**config.mk**
```make
export PLATFORM = sky130hd
export DESIGN_NAME = clk_monitor
export DESIGN_NICKNAME = d
export VERILOG_FILES = /design/src/rtl/clk_monitor.sv
export SDC_FILE = /design/constraint.sdc
export NUM_CORES = 1
export LEC_CHECK = 0
export CAP_MARGIN = 25
export CORE_MARGIN = 10
export CORE_UTILIZATION = 50
export CTS_BUF_LIST = sky130_fd_sc_hd__clkbuf_4 sky130_fd_sc_hd__clkbuf_8
export CTS_CLUSTER_DIAMETER = 50
export DETAILED_ROUTE_END_ITERATION = 8
export PLACE_DENSITY = 0.77
export REMOVE_ABC_BUFFERS = 1
export SETUP_SLACK_MARGIN = 0.15
export SLEW_MARGIN = 20
export SYNTH_ARGS = -nofsm -noshare
export SYNTH_HDL_FRONTEND = slang
export SYNTH_SLANG_ARGS = --single-unit
```
**constraint.sdc**
```tcl
create_clock -name clk_in -period 1.63 [get_ports clk_in]
set_input_delay 0.2445 -clock clk_in [delete_from_list [all_inputs] [get_ports clk_in]]
set_output_delay 0.2445 -clock clk_in [all_outputs]
set_load 0.05 [all_outputs]
```
**src/rtl/clk_monitor.sv**
```systemverilog
// -----------------------------------------------------------------------------
// clk_monitor
//
// Health monitor for a divided clock. The monitored clock is sampled as data in
// the clk_in domain. Each rising edge produces a period measurement in clk_in
// cycles. A run of in-tolerance periods declares lock. A bad period, or a
// clock that stops while locked, drops the monitor into a sticky fault state
// that only fault_clr can leave.
//
// Optional feature: define CLKMON_DUTY_EN to add the high_time output. When it
// is enabled, a period is only good if its duty cycle is also within tolerance.
//
// Ports
//   clk_in      in   1      system clock
//   rest        in   1      asynchronous reset, active-high
//   clk_mon     in   1      monitored clock, asynchronous, sampled as data
//   fault_clr   in   1      one-cycle pulse: leave fault, restart acquisition
//   period      out  CNT_W  last measured period in clk_in cycles
//   meas_valid  out  1      one-cycle pulse when period updates
//   locked      out  1      state == LOCKED
//   fault       out  1      state == FAULT
//   clk_stop    out  1      fault was entered through the stopped-clock timeout
//   state       out  2      IDLE=0 ACQ=1 LOCKED=2 FAULT=3
//   high_time   out  CNT_W  s2 high cycles within the last period
//                           (present only with CLKMON_DUTY_EN)
// -----------------------------------------------------------------------------
module clk_monitor #(
    parameter int CNT_W      = 8,
    parameter int EXP_PERIOD = 4,
    parameter int TOL        = 0,
    parameter int LOCK_CNT   = 4,
    parameter int TIMEOUT    = 16
) (
    input  logic             clk_in,
    input  logic             rest,
    input  logic             clk_mon,
    input  logic             fault_clr,
    output logic [CNT_W-1:0] period,
    output logic             meas_valid,
    output logic             locked,
    output logic             fault,
    output logic             clk_stop,
    output logic [1:0]       state
`ifdef CLKMON_DUTY_EN
    ,
    output logic [CNT_W-1:0] high_time
`endif
);

    typedef enum logic [1:0] {
        ST_IDLE   = 2'd0,
        ST_ACQ    = 2'd1,
        ST_LOCKED = 2'd2,
        ST_FAULT  = 2'd3
    } state_t;

    localparam int              GC_W      = $clog2(LOCK_CNT + 1);
    localparam logic [CNT_W-1:0] TIMEOUT_C = CNT_W'(TIMEOUT);
    localparam logic [GC_W-1:0]  LOCK_LAST = GC_W'(LOCK_CNT - 1);

    // Synchronizer (s1, s2) plus an edge-detect flop (s3)
    logic s1_q, s2_q, s3_q;
    logic rise;

    logic [CNT_W-1:0] cnt_q, cnt_d;
    logic             armed_q, armed_d;
    logic [GC_W-1:0]  good_cnt_q, good_cnt_d;
    state_t           state_q, state_d;
    logic [CNT_W-1:0] period_q, period_d;
    logic             meas_valid_q, meas_valid_d;
    logic             clk_stop_q, clk_stop_d;
    logic             locked_q, locked_d;
    logic             fault_q, fault_d;

    logic cnt_at_limit;
    logic period_ok;
    logic good;

    assign rise         = s2_q & ~s3_q;
    assign cnt_at_limit = (cnt_q == TIMEOUT_C);
    assign period_ok    = (int'(cnt_q) >= EXP_PERIOD - TOL) &&
                          (int'(cnt_q) <= EXP_PERIOD + TOL);

`ifdef CLKMON_DUTY_EN
    logic [CNT_W-1:0] hcnt_q, hcnt_d;
    logic [CNT_W-1:0] high_time_q, high_time_d;
    logic             duty_ok;

    // |2*high - EXP_PERIOD| <= 2*TOL, written as two one-sided checks
    assign duty_ok = ((2 * int'(hcnt_q) - EXP_PERIOD) <= 2 * TOL) &&
                     ((EXP_PERIOD - 2 * int'(hcnt_q)) <= 2 * TOL);
    assign good    = period_ok && duty_ok;
`else
    assign good    = period_ok;
`endif

    always_comb begin
        state_d      = state_q;
        armed_d      = armed_q;
        good_cnt_d   = good_cnt_q;
        period_d     = period_q;
        meas_valid_d = 1'b0;
        clk_stop_d   = clk_stop_q;

        // The rise cycle itself is cycle 1 of the new period, so a /4 clock
        // reads back as 4 on the following rise.
        if (rise) begin
            cnt_d = CNT_W'(1);
        end else if (cnt_at_limit) begin
            cnt_d = cnt_q;
        end else begin
            cnt_d = cnt_q + 1'b1;
        end

`ifdef CLKMON_DUTY_EN
        high_time_d = high_time_q;
        if (rise) begin
            hcnt_d = CNT_W'(1);
        end else if (s2_q && (hcnt_q != TIMEOUT_C)) begin
            hcnt_d = hcnt_q + 1'b1;
        end else begin
            hcnt_d = hcnt_q;
        end
`endif

        if (fault_clr) begin
            // Overrides a coincident rise: it is neither measured nor arms.
            state_d    = ST_IDLE;
            armed_d    = 1'b0;
            good_cnt_d = '0;
            clk_stop_d = 1'b0;
        end else begin
            if (rise && armed_q) begin
                period_d     = cnt_q;
                meas_valid_d = 1'b1;
`ifdef CLKMON_DUTY_EN
                high_time_d  = hcnt_q;
`endif
            end

            case (state_q)
                ST_IDLE: begin
                    if (rise) begin
                        state_d    = ST_ACQ;
                        armed_d    = 1'b1;
                        good_cnt_d = '0;
                    end
                end
                ST_ACQ: begin
                    // A rise on the timeout cycle wins over the timeout.
                    if (rise) begin
                        if (good) begin
                            if (good_cnt_q == LOCK_LAST) begin
                                state_d    = ST_LOCKED;
                                good_cnt_d = '0;
                            end else begin
                                good_cnt_d = good_cnt_q + 1'b1;
                            end
                        end else begin
                            good_cnt_d = '0;
                        end
                    end else if (cnt_at_limit) begin
                        state_d    = ST_IDLE;
                        armed_d    = 1'b0;
                        good_cnt_d = '0;
                    end
                end
                ST_LOCKED: begin
                    if (rise) begin
                        if (!good) begin
                            state_d = ST_FAULT;
                        end
                    end else if (cnt_at_limit) begin
                        state_d    = ST_FAULT;
                        clk_stop_d = 1'b1;
                    end
                end
                default: begin
                    // FAULT is sticky; measurements above keep running.
                end
            endcase
        end

        locked_d = (state_d == ST_LOCKED);
        fault_d  = (state_d == ST_FAULT);
    end

    always_ff @(posedge clk_in or posedge rest) begin
        if (rest) begin
            s1_q         <= 1'b0;
            s2_q         <= 1'b0;
            s3_q         <= 1'b0;
            cnt_q        <= '0;
            armed_q      <= 1'b0;
            good_cnt_q   <= '0;
            state_q      <= ST_IDLE;
            period_q     <= '0;
            meas_valid_q <= 1'b0;
            clk_stop_q   <= 1'b0;
            locked_q     <= 1'b0;
            fault_q      <= 1'b0;
`ifdef CLKMON_DUTY_EN
            hcnt_q       <= '0;
            high_time_q  <= '0;
`endif
        end else begin
            s1_q         <= clk_mon;
            s2_q         <= s1_q;
            s3_q         <= s2_q;
            cnt_q        <= cnt_d;
            armed_q      <= armed_d;
            good_cnt_q   <= good_cnt_d;
            state_q      <= state_d;
            period_q     <= period_d;
            meas_valid_q <= meas_valid_d;
            clk_stop_q   <= clk_stop_d;
            locked_q     <= locked_d;
            fault_q      <= fault_d;
`ifdef CLKMON_DUTY_EN
            hcnt_q       <= hcnt_d;
            high_time_q  <= high_time_d;
`endif
        end
    end

    assign period     = period_q;
    assign meas_valid = meas_valid_q;
    assign locked     = locked_q;
    assign fault      = fault_q;
    assign clk_stop   = clk_stop_q;
    assign state      = state_q;
`ifdef CLKMON_DUTY_EN
    assign high_time  = high_time_q;
`endif

endmodule

```
Yosys cells after proc, flatten, opt, wreduce, memory -nomap -nowiden

Index checks and enable logic that the tools add are counted.

Input port bits: 4
Register bits: 29

Add/subtract/negate cells: 2
Reductions and logical operators: 10
Multiplexer cells: 30
Bitwise logic cells: 3
Equal/unequal tests: 12
$lt $le $gt $ge: 2

Operators by type and width:

| cell                                                            | count |
|---|---|
| 2-to-1 mux 2 bit                                                | 9 |
| 2-to-1 mux 3 bit                                                | 6 |
| 2-to-1 mux 8 bit                                                | 2 |
| 2-to-1 mux 1 bit                                                | 10 |
| inequality test 3 bit (second input constant)                   | 3 |
| adder 8 x 1 -> 8 bit (second input constant)                    | 1 |
| == test 8 x 5 -> 1 bit (second input constant)                  | 1 |
| >= comparator 8 x 3 -> 1 bit (second input constant)            | 1 |
| less-or-equal comparator 8 x 3 -> 1 bit (second input constant) | 1 |
| == test 2 bit (second input constant)                           | 3 |
| one-hot mux 2 bit (3 select lines)                              | 1 |
| one-hot mux 3 bit (2 select lines)                              | 1 |
| AND reduction 3 bit                                             | 2 |
| inequality test 2 bit (second input constant)                   | 2 |
| inequality test 4 bit (second input constant)                   | 1 |
| AND reduction 4 bit                                             | 1 |
| nonzero test 2 bit                                              | 2 |
| adder 3 x 1 -> 3 bit (second input constant)                    | 1 |
| == test 3 x 2 -> 1 bit (second input constant)                  | 1 |
| nonzero test 3 bit                                              | 1 |
| == test 2 x 1 -> 1 bit (second input constant)                  | 1 |
| logical AND 1 bit                                               | 2 |
| zero test 2 bit                                                 | 1 |
| NOT 1 bit                                                       | 2 |
| other kinds (3)                                                 | 3 |

Logic depth before layout (Yosys ltp)

Depth in word-level cells: 7
Mapped depth: 5
Depth with buffers taken out: 5

Least setup slack after synthesis

OpenSTA, ideal clock, no wires.

Kind: reg-to-reg
Start point: reg state_q[1] (netlist: state[1])
End point: reg good_cnt_q[0]
Setup slack: -152 ps
Stages on the path, launching flop included: 5
Arrival time: 1718 ps
Path buffers: 1
Library setup time: 64 ps
Path through: dfrtp_1 -> clkbuf_1 -> or4b_4 -> a2111oi_2 -> a21o_1

Longest elaborated chain between the ends: 3
Elaborated cells between the ends (all ways): 8
Classes of those cells: 3 x eq/ne; 2 x mux; 3 x reduce/logical

RTL lines:

| what                                                                     | line | source |
|---|---|---|
| start: declaration                                                       | 68   | `state_t state_q, state_d;` |
| start signal: assignment                                                 | 213  | `state_q <= state_d;` |
| == test 2 x 1 -> 1 bit or zero test 2 bit (tied branches)                | 141  | `case (state_q)` |
| inequality test 4 bit (no source line) (tied with other cells)           | -    |  |
| AND reduction 3 bit (no source line) or 2-to-1 mux 3 bit (tied branches) | -    |  |
| end signal: assignment                                                   | 212  | `good_cnt_q <= good_cnt_d;` |
| end: declaration                                                         | 67   | `logic [GC_W-1:0] good_cnt_q, good_cnt_d;` |

Parallel ways exist; a longest one is shown, timed or not.
A chain may end at the register's enable or synchronous reset.

Final worst setup path

Start point: reg cnt_q[3]
End point: reg locked_q (netlist: locked)

Longest elaborated chain between the ends: 7
Elaborated cells between the ends (all ways): 13
Classes of those cells: 2 x order compare; 2 x eq/ne; 8 x mux; 1 x reduce/logical

RTL lines:

| what                                                                                    | line     | source |
|---|---|---|
| start: declaration                                                                      | 65       | `logic [CNT_W-1:0] cnt_q, cnt_d;` |
| start signal: assignment                                                                | 210      | `cnt_q <= cnt_d;` |
| >= comparator 8 x 3 -> 1 bit or less-or-equal comparator 8 x 3 -> 1 bit (tied branches) | 81, 82   |  |
| logical AND 1 bit                                                                       | 81       | `assign period_ok = (int'(cnt_q) >= EXP_PERIOD - TOL) &&` |
| 2-to-1 mux 2 bit (on tied branches)                                                     | 170, 152 |  |
| 2-to-1 mux 2 bit (on tied branches)                                                     | 169, 151 |  |
| one-hot mux 2 bit (3 select lines) (*)                                                  | 141      |  |
| 2-to-1 mux 2 bit (*)                                                                    | 126      | `if (fault_clr) begin` |
| == test 2 bit (*)                                                                       | 184      | `locked_d = (state_d == ST_LOCKED);` |
| via locked_d                                                                            | 72       | `logic locked_q, locked_d;` |
| end signal: assignment                                                                  | 217      | `locked_q <= locked_d;` |
| end: declaration                                                                        | 72       |  |

Mark *: on every way through the listed nets, which the timed path passes. The rest lies on a longest branch.

==> summary.md <==
| Metric | Value |
|---|---|
| Period Utilization, post-route | 97.31% |
| RD Place Congestion | 0.7966 |
| Most frequent cells in the layout | buf_4, dfrtp_1, nor2_1 |
| Clk slew on worst S/H paths | 0.10 ns |
| Clk buf depth | 2 |
| GR Util All Layers | 11.52% |
| Register area | 725.7 sq um |
| Setup ws final | 0.04391 ns |
| I/O pin count | 18 |
| Layout area overhead | 37.86% |
| Fin nets | 163 |
| Sequence of cells on the critical path | nor4_4 -> buf_6 -> nand3_2 -> or3_4 -> and4b_1 |
| Worst Hold Class | input port to asynchronous set/reset pin |
| Gr ovfl total | 0 |
| Initial antenna violation count | 0 |
| Die outline area | 5092 sq um |
| Post-Route Utilization | 72.72% |
| Vias | 1030 |
| Crit path DAT | 1.82 ns |
| Post-Route WL | 2.912 mm |
| Placed instance area | 1615 sq um |
| Clk Latency, worst-skew pair | 0.34 ns |
| First-pass DRT Iterations | 4 |
| Largest net degree at the start of global routing | 30 |
| Core area | 2500 sq um |
| Post-route cell area | 1818 sq um |
| Status | finished, final reports clean |
| DP HPWL | 1.898 mm |
| P per Cell Area | 1122 nW/um^2 |
| Setup TNS | 0 ns |
| Num rows | 18 |
| Number of synthesized flops with an enable pin | 0 |
| CTS tree | yes |
| Post-place setup slack | -0.1088 ns |
| Vias per cell | 5.508 |
| Synthesized area per cell | 11.57 sq um |
| CP max stage cell | dfrtp_1 |
| CP startpoint | cnt_q[3] |
| WS Path Type | register to register |
| Sequential area share after synthesis | 55.03% |
| Die height | 71.36 microns |
| RSZ-0062 raised after global routing | true |
| Antenna diode count | 0 |
| Area of the multi-input gates | 638.1 sq um |
| # fillers | 162 |
| Count of different cell masters after synthesis | 39 |
| Total of max-cap violations | 0 |
| P_leak | 0.8696 nW |
| Fmax achieved | 0.6305 GHz |
| Routed length per placed instance | 15.57 microns |
| Setup crit start kind | register |
| Tmin final | 1.586 ns |
| Port Buffers | 17 |
| Initial DRC Count | 38 |
| Worst r2r src | cnt_q[3] |
| Critical path's largest stage delay | 0.42 ns |
| Reg2Reg Setup Slack | 0.04 ns |
| Final Hold Fails | 0 |
| CTS root buf | clkbuf_4 |
| Synth Register Bits | 29 |
| Cell Area, Synth | 1319 sq um |
| # setup viols final | 0 |
| Starting density of the core | 52.75% |
| Mapped Cells | 114 |
| Async SR Flop Fraction | 100.0% |
| Maximum vdd drop | 1.028 mV |
| Commonest non-fill, non-tap cell in the layout | buf_4 |
| Data required, critical path | 1.86 ns |
| Ys Warns | 0 |
| Drt drc | 0 |
| Die X | 71.36 microns |
| Clk sinks | 29 |
| Global-route wire length before repair | 4.671 mm |
| Worst slew pin tran | 0.3602 ns |
| Vias in the first global route | 1006 |
| CP endpoint kind | register |
| Hold Buf Count CTS | 0 |
| ANT nets after route | 0 |
| Final Max Tran Viols | 0 |
| H-tree depth | 2 |
| Clock Skews | 0.006668 ns |
| Ys flop type | dfrtp_1 |
| Layout cell share with drive strength beyond 1 | 43.31% |
| CTS Buf Count | 5 |
| Tot Pwr | 2.040 mW |
| Slew HR | 75.99% |
| CP Max Fanout | 6 |
-- worst paths after layout --
path,end,cells past startpoint
worst max-delay path,locked,5
worst min-delay path,cnt_q[2],3
worst max register to register,locked,5
worst min register to register,s2_q,0
max in group asynchronous,period[6],3
min in group clk_in,s1_q,1
-- synthesized netlist by cell type (2+ instances only) --
cell type,instances,area (sq um)
a21oi_1,4,20.02
a22o_1,2,17.52
and2b_1,2,15.01
clkbuf_1,3,11.26
dfrtp_1,29,725.7
ha_1,3,37.54
inv_1,7,26.28
mux2_2,8,90.09
nand2_1,6,22.52
nand3_1,5,25.02
nor2_1,12,45.04
nor3_1,2,10.01
or3_1,2,12.51
xnor2_1,3,26.28
xor2_1,2,17.52
-- sequential cells by signal, indices dropped and copies added (netlist names) --
| name | cells |
|---|---|
| state | 2 |
| clk_stop | 1 |
| s2_q | 1 |
| fault | 1 |
| cnt_q | 8 |
| meas_valid | 1 |
| locked | 1 |
| s3_q | 1 |
| good_cnt_q | 3 |
| s1_q | 1 |
| period | 8 |
| armed_q | 1 |
-- per-layer routing --
layer | GRT usage, % | share of wire (%) | up-vias
met5 | 0 | 0 | -
li1 | - | - | 491
met1 | 12.51 | 43 | 505
met4 | 8.387 | 2.9 | 0
met3 | 3.857 | 4.5 | 9
met2 | 18.33 | 50 | 25
-- kinds of logic (layout without fill, tap and decap cells) --
| logic type | count (synthesis) | in the layout | share of synthesized area (%) |
|---|---|---|---|
| simple gates | 38 | 38 | 16.70 |
| flops | 29 | 29 | 55.03 |
| compound gates | 19 | 19 | 11.29 |
| buf+inv | 11 | 54 | 3.226 |
| mux | 9 | 9 | 7.590 |
| xor+xnor | 5 | 5 | 3.321 |
| fa+ha+maj | 3 | 3 | 2.847 |
-- report_power, final --
| group | total, mW | switching, mW | internal (mW) |
|---|---|---|---|
| Combinational | 0.675 | 0.381 | 0.294 |
| Clock | 0.510 | 0.261 | 0.250 |
| Sequential | 0.855 | 0.0524 | 0.802 |
-- metrics by stage --
step           hold WS [ns]  instances
6_report             0.2597        187
5_1_grt              0.2756        187
4_1_cts              0.2608        184
3_5_place_dp         0.3371        174
3_3_place_gp         0.3341        174
2_1_floorplan        0.2759        110
-- worst max-delay path, delay by kind of cell (launching register included) --
family | cells | cell delay (ns)
AND/OR/NAND/NOR | 4 | 0.90
buffers and inverters | 1 | 0.16
flip-flops | 1 | 0.42
-- repair_timing --
action,4_1_cts,5_1_grt
resized for setup,5,14
pin swaps,4,8
setup buffers,2,2
setup endpoints to repair,8,13
gates cloned,0,1
-- area by class of cell --
class | count | area share, %
flip-flops and latches | 29 | 39.92
multi-input cells | 74 | 35.10
repair buffers | 39 | 17.62
clock buffers | 7 | 3.579
well taps | 30 | 2.065
inverters | 7 | 1.445
clock inverters | 1 | 0.2753
Power figures use the tool's default switching activity.
